### src/rtl/sumador_multiciclo_ctrl_if.sv
// Handshake and data bundle between the ALU issue logic (master) and the
// multi-cycle add/subtract sequencer (slave).
// Optional macro: SUMADOR_OVERFLOW_EN adds the Overflow signal to the bundle.
interface sumador_multiciclo_ctrl_if #(
  parameter int WIDTH = 32
) ();
  logic             in_valid;
  logic             in_ready;
  logic [WIDTH-1:0] Operando1;
  logic [WIDTH-1:0] Operando2;
  logic             CarryIn;
  logic             Resta;
  logic             out_valid;
  logic             out_ready;
  logic [WIDTH-1:0] Resultado;
  logic             CarryOut;
`ifdef SUMADOR_OVERFLOW_EN
  logic             Overflow;

  modport master (
    output in_valid, Operando1, Operando2, CarryIn, Resta, out_ready,
    input  in_ready, out_valid, Resultado, CarryOut, Overflow
  );
  modport slave (
    input  in_valid, Operando1, Operando2, CarryIn, Resta, out_ready,
    output in_ready, out_valid, Resultado, CarryOut, Overflow
  );
`else
  modport master (
    output in_valid, Operando1, Operando2, CarryIn, Resta, out_ready,
    input  in_ready, out_valid, Resultado, CarryOut
  );
  modport slave (
    input  in_valid, Operando1, Operando2, CarryIn, Resta, out_ready,
    output in_ready, out_valid, Resultado, CarryOut
  );
`endif
endinterface

### src/rtl/sumador_multiciclo_ctrl.sv
// Multi-cycle WIDTH-bit add/subtract sequencer. One SLICE-bit carry
// lookahead adder is reused over NS = WIDTH/SLICE cycles, least significant
// slice first, with the inter-slice carry held in a register.
// Optional macro: SUMADOR_OVERFLOW_EN enables the signed Overflow output.

// SLICE-bit carry lookahead adder: every carry is a flat sum of products of
// generate/propagate terms, so no carry ripples through earlier bits.
module CarryLookAheadSumador #(
  parameter int N = 8
) (
  input  logic [N-1:0] a_i,
  input  logic [N-1:0] b_i,
  input  logic         c_i,
  output logic [N-1:0] s_o,
  output logic         c_o
);
  logic [N-1:0] gen;
  logic [N-1:0] prop;
  logic [N:0]   carry;

  assign gen  = a_i & b_i;
  assign prop = a_i ^ b_i;

  // Carry into bit k: cin propagated through bits 0..k-1, OR any bit j<k
  // that generates and is propagated through bits j+1..k-1.
  function automatic logic carry_into(input logic [N-1:0] gv,
                                      input logic [N-1:0] pv,
                                      input logic         cin,
                                      input int           k);
    logic acc;
    logic run;
    run = cin;
    for (int m = 0; m < k; m++) run = run & pv[m];
    acc = run;
    for (int j = 0; j < k; j++) begin
      run = gv[j];
      for (int m = j + 1; m < k; m++) run = run & pv[m];
      acc = acc | run;
    end
    return acc;
  endfunction

  for (genvar gi = 0; gi <= N; gi++) begin : g_carry
    assign carry[gi] = carry_into(gen, prop, c_i, gi);
  end

  assign s_o = prop ^ carry[N-1:0];
  assign c_o = carry[N];
endmodule

module sumador_multiciclo_ctrl #(
  parameter int WIDTH = 32,
  parameter int SLICE = 8
) (
  input logic                      clk,
  input logic                      rst_n,
  sumador_multiciclo_ctrl_if.slave bus
);
  localparam int NS   = (SLICE >= 1) ? (WIDTH / SLICE) : 1;
  localparam int IDXW = (NS > 1) ? $clog2(NS) : 1;
  localparam logic [IDXW-1:0] LAST_IDX = IDXW'(NS - 1);

  if ((SLICE < 1) || ((WIDTH % ((SLICE < 1) ? 1 : SLICE)) != 0)) begin : g_bad_cfg
    $error("sumador_multiciclo_ctrl: WIDTH must be a positive multiple of SLICE");
  end

  typedef enum logic [1:0] {
    ST_IDLE,
    ST_BUSY,
    ST_DONE
  } state_t;

  state_t           state_q;
  logic [IDXW-1:0]  idx_q;
  logic [IDXW-1:0]  idx_d;
  logic [WIDTH-1:0] a_q;
  logic [WIDTH-1:0] b_q;
  logic             carry_q;
  logic             carry_d;
  logic [SLICE-1:0] res_slice_q [NS];
  logic             in_ready_q;
  logic             out_valid_q;
`ifdef SUMADOR_OVERFLOW_EN
  logic             ovf_q;
`endif

  // Operands viewed as arrays of slices so the active one is a plain index.
  logic [SLICE-1:0] a_slices [NS];
  logic [SLICE-1:0] b_slices [NS];
  logic [SLICE-1:0] slice_a;
  logic [SLICE-1:0] slice_b;
  logic [SLICE-1:0] slice_sum;

  for (genvar gi = 0; gi < NS; gi++) begin : g_slices
    assign a_slices[gi] = a_q[gi*SLICE +: SLICE];
    assign b_slices[gi] = b_q[gi*SLICE +: SLICE];
    assign bus.Resultado[gi*SLICE +: SLICE] = res_slice_q[gi];
  end

  assign slice_a = a_slices[idx_q];
  assign slice_b = b_slices[idx_q];
  assign idx_d   = idx_q + 1'b1;

  CarryLookAheadSumador #(.N(SLICE)) u_slice_adder (
    .a_i (slice_a),
    .b_i (slice_b),
    .c_i (carry_q),
    .s_o (slice_sum),
    .c_o (carry_d)
  );

  // Control FSM: accept in IDLE, one slice per cycle in BUSY, hold in DONE.
  always_ff @(posedge clk or negedge rst_n) begin
    if (!rst_n) begin
      state_q     <= ST_IDLE;
      idx_q       <= '0;
      a_q         <= '0;
      b_q         <= '0;
      carry_q     <= 1'b0;
      in_ready_q  <= 1'b1;
      out_valid_q <= 1'b0;
      for (int i = 0; i < NS; i++) res_slice_q[i] <= '0;
`ifdef SUMADOR_OVERFLOW_EN
      ovf_q       <= 1'b0;
`endif
    end else begin
      case (state_q)
        ST_IDLE: begin
          if (bus.in_valid) begin
            // Subtraction is A + ~B + 1; the caller's CarryIn is ignored then.
            a_q        <= bus.Operando1;
            b_q        <= bus.Operando2 ^ {WIDTH{bus.Resta}};
            carry_q    <= bus.Resta ? 1'b1 : bus.CarryIn;
            idx_q      <= '0;
            in_ready_q <= 1'b0;
            state_q    <= ST_BUSY;
          end
        end
        ST_BUSY: begin
          res_slice_q[idx_q] <= slice_sum;
          carry_q            <= carry_d;
          if (idx_q == LAST_IDX) begin
            out_valid_q <= 1'b1;
            state_q     <= ST_DONE;
`ifdef SUMADOR_OVERFLOW_EN
            // The last slice produces the result MSB, so overflow is known now.
            ovf_q <= (a_q[WIDTH-1] == b_q[WIDTH-1]) &&
                     (slice_sum[SLICE-1] != a_q[WIDTH-1]);
`endif
          end else begin
            idx_q <= idx_d;
          end
        end
        ST_DONE: begin
          // No bypass: in_ready only rises the cycle after the output handshake.
          if (bus.out_ready) begin
            out_valid_q <= 1'b0;
            in_ready_q  <= 1'b1;
            state_q     <= ST_IDLE;
          end
        end
        default: begin
          state_q     <= ST_IDLE;
          in_ready_q  <= 1'b1;
          out_valid_q <= 1'b0;
        end
      endcase
    end
  end

  assign bus.in_ready  = in_ready_q;
  assign bus.out_valid = out_valid_q;
  assign bus.CarryOut  = carry_q;
`ifdef SUMADOR_OVERFLOW_EN
  assign bus.Overflow  = ovf_q;
`endif
endmodule

### src/flat_wrapper.sv
// flat-port wrapper written by rule: the top's interface ports become plain ports
module sumador_multiciclo_ctrl_flat 
#(
  parameter int WIDTH = 32,
  parameter int SLICE = 8
)
  (clk, rst_n, bus_in_valid, bus_Operando1, bus_Operando2, bus_CarryIn, bus_Resta, bus_out_ready, bus_in_ready, bus_out_valid, bus_Resultado, bus_CarryOut);
  sumador_multiciclo_ctrl_if #(.WIDTH(WIDTH)) bus_i ();
  input logic clk;
  input logic rst_n;
  input wire logic [$bits(bus_i.in_valid)-1:0] bus_in_valid;
  input wire logic [$bits(bus_i.Operando1)-1:0] bus_Operando1;
  input wire logic [$bits(bus_i.Operando2)-1:0] bus_Operando2;
  input wire logic [$bits(bus_i.CarryIn)-1:0] bus_CarryIn;
  input wire logic [$bits(bus_i.Resta)-1:0] bus_Resta;
  input wire logic [$bits(bus_i.out_ready)-1:0] bus_out_ready;
  output wire logic [$bits(bus_i.in_ready)-1:0] bus_in_ready;
  output wire logic [$bits(bus_i.out_valid)-1:0] bus_out_valid;
  output wire logic [$bits(bus_i.Resultado)-1:0] bus_Resultado;
  output wire logic [$bits(bus_i.CarryOut)-1:0] bus_CarryOut;
  assign bus_i.in_valid = bus_in_valid;
  assign bus_i.Operando1 = bus_Operando1;
  assign bus_i.Operando2 = bus_Operando2;
  assign bus_i.CarryIn = bus_CarryIn;
  assign bus_i.Resta = bus_Resta;
  assign bus_i.out_ready = bus_out_ready;
  assign bus_in_ready = bus_i.in_ready;
  assign bus_out_valid = bus_i.out_valid;
  assign bus_Resultado = bus_i.Resultado;
  assign bus_CarryOut = bus_i.CarryOut;
  sumador_multiciclo_ctrl #(.WIDTH(WIDTH), .SLICE(SLICE)) u_core (.clk(clk), .rst_n(rst_n), .bus(bus_i));
endmodule
### config.mk
export PLATFORM = sky130hd
export DESIGN_NAME = sumador_multiciclo_ctrl_flat
export DESIGN_NICKNAME = d
export VERILOG_FILES = /design/src/rtl/sumador_multiciclo_ctrl_if.sv /design/src/rtl/sumador_multiciclo_ctrl.sv /design/src/flat_wrapper.sv
export SDC_FILE = /design/constraint.sdc
export NUM_CORES = 1
export LEC_CHECK = 0
export BUFFER_PORTS_ARGS = -buffer_cell sky130_fd_sc_hd__buf_4
export CAP_MARGIN = 5
export CORE_UTILIZATION = 49
export CTS_CLUSTER_SIZE = 28
export DETAILED_ROUTE_END_ITERATION = 10
export GPL_ROUTABILITY_DRIVEN = 0
export PLACE_DENSITY = 0.73
export SYNTH_ARGS = -nofsm -noshare
export SYNTH_HDL_FRONTEND = slang
export SYNTH_HIERARCHICAL = 1
export SYNTH_SLANG_ARGS = --single-unit
### constraint.sdc
create_clock -name clk -period 3.3 [get_ports clk]
set_clock_uncertainty 0.2 [all_clocks]
set_input_delay 0.825 -clock clk [delete_from_list [all_inputs] [get_ports clk]]
set_output_delay 0.825 -clock clk [all_outputs]
set_load 0.05 [all_outputs]
==> flow_summary.yaml <==
routing:
  firstDrtPassIters: 4
  wl_per_cell_um: 16.4
  post-route-drc-count: 0
  wirelength_um: 10000
  via_per_inst: 5.30
  vias: 3244
  drt-initial-drc-count: 118
  ant_nets: 0
clock_network:
  cts_buffers: 9
  insertion_delay_ps: 350
  cts.path.max_buffers: 2
  cts-root-buf: "clkbuf_8"
  cts.sink_count: 103
  cts.hold.buffers_added: 0
  htree_levels: 3
  tritoncts: "done"
  clk_pin_slew_ps: 90
placement:
  hpwl_um: 7540
  portBuffers: 104
grt:
  grt_max_degree: 104
  gr-total-overflow: 0
  antenna_found_initial: 0
  grt_pass1_vias: 3267
  grt_pass1_wl_um: 16200
  grt_use_total_pct: 20.7
floorplanning:
  core_um2: 9770
  die_area_um2: 10500
  io_pins: 105
  rows: 36
  initial_utilization_pct: 50.7
  die-width_um: 103
  die_y_um: 103
yosys:
  netlist.area_leader.share_pct: 51.5
  synth_flop_cell: "dfrtp_1"
  syn-cell-area_um2: 4950
  synth.distinct_cells: 39
  yosysMostFrequentCell: "dfrtp_1"
  synth_top_area_cell: "dfrtp_1"
  ys_ff_latch: 103
  yosys-top-cells-count: "dfrtp_1, mux2_2, nor2_1, xnor2_1, a21oi_1"
  synth_edf_count: 0
  synthTopCellsByArea: "dfrtp_1, mux2_2, mux4_2"
  ys_seq_area_share_pct: 52.0
  synthArstFlopShare_pct: 100
  postSynthAreaPerCell_um2: 13.3
  ys.warnings.count: 6
  synth_nets: 457
  synth_cells: 373
sta:
  setup_violations: 0
  fin_crit_sh_pct: 95.1
  finalMaxSlewViolations: 0
  hold_viol_final: 0
  fmax_mhz: 319
  relSlewSlack_pct: 61.6
  setup_tns_ps: 0
  min_period_ps: 3140
  worst_pin_slew_ps: 576
  rsz0062_at_grt: "false"
worst_setup_path:
  cp_data_arrival_time_ps: 3230
  cp_slowest_cell: "mux4_2"
  crit_top_cell: "ha_1"
  worstPathRequired_ps: 3390
  slowest_delay_ps: 560
  cp_max_fo: 6
  critical_path.top_delay_family: "multiplexers"
  cp.buffers_inverters: 0
  critical_path_class: "reg2reg"
  worstPathCellList: "mux4_2 > ha_1 > ha_1 > o211ai_2 > a21oi_1 > or4_4 > a32oi_1 > mux2_2"
  critPathLaunchType: "register"
  worst_setup_path_end_kind: "register"
cells_and_area:
  final_layout_size_suffix_gt1_share_pct: 47.8
  fin_nets: 559
  antennaDiodeCount: 0
  areaGrowthSynthToFinish_pct: 22.7
hold_path:
  hp-class: "in2async"
job:
  drv_cap: 0
run_status:
  status: "finished clean"
-- through the flow --
step	worst slack, ps	area (um^2)	hold slack [ps]	cells	utilization, %
2_1_floorplan	51.4	4950	275	373	-
3_3_place_gp	147	5870	288	597	60.1
3_5_place_dp	65.0	5870	295	597	60.1
4_1_cts	56.5	6080	315	612	62.2
5_1_grt	7.41	6080	332	612	62.2
6_report	162	6080	276	612	62.2
-- registers in the layout (all words and copies together) (netlist names) --
| register | flops |
|---|---|
| u_core/a_q | 32 |
| u_core/b_q | 32 |
| u_core/bus.Resultado | 32 |
| u_core/idx_q | 2 |
| u_core/state_q | 2 |
| u_core/bus.CarryOut | 1 |
| u_core/bus.in_ready | 1 |
| u_core/bus.out_valid | 1 |
-- kinds of logic after synthesis --
logic type | after synthesis | share of synthesized area [%]
xor+xnor | 36 | 6.36
mux | 82 | 22.3
flops | 103 | 52.0
fa+ha+maj | 14 | 3.69
compound gates | 57 | 7.55
buf+inv | 25 | 2.88
simple gates | 56 | 5.20
-- worst paths after layout --
kind	cells after the start	start	to	slack, ps
max	8	u_core/idx_q[0]	u_core/bus.Resultado[31]	160
min	2	rst_n	u_core/bus.Resultado[0]	280
max reg2reg	8	u_core/idx_q[0]	u_core/bus.Resultado[31]	160
min reg2reg	1	u_core/a_q[28]	u_core/a_q[28]	310
max in group asynchronous	2	rst_n	u_core/idx_q[0]	2120
min in group clk	1	u_core/a_q[28]	u_core/a_q[28]	310
-- layout by cell type (no fill, tap or decap), types with 2 or more instances in the layout --
master,instances
mux4_2,16
o21a_1,3
o21ai_0,5
buf_12,3
nand2_2,4
ha_1,13
a21oi_2,9
xnor2_1,35
mux2_2,66
clkbuf_8,11
dfrtp_1,101
nor2_1,42
clkinv_4,2
a22o_1,3
buf_4,109
a21oi_1,27
nand2_1,2
inv_1,4
-- layout make-up --
cell class	count	area, um^2
repair buffers	112	878
inverters	4	15.0
fillers	773	3690
well taps	133	166
flip-flops and latches	103	2580
clock buffers	11	151
multi-input cells	245	2230
clock inverters	4	55.1
-- what timing repair did --
| action | 4_1_cts | 5_1_grt |
|---|---|---|
| gates resized for setup | 0 | 1 |
| buffers inserted | 0 | 0 |
| endpoints found under the hold margin | 0 | 0 |
| setup endpoints to repair | 0 | 9 |
-- metal layers --
layer	track usage (%)	up-vias	wire length (um)
met3	4.07	10	307
met5	0	-	0
li1	-	1525	-
met2	35.9	84	5200
met4	6.92	0	136
met1	25.9	1625	4380
Power is left out: the tool's default activity adds up to more than one toggle a clock period on the data nets, which glitch-free logic cannot reach.
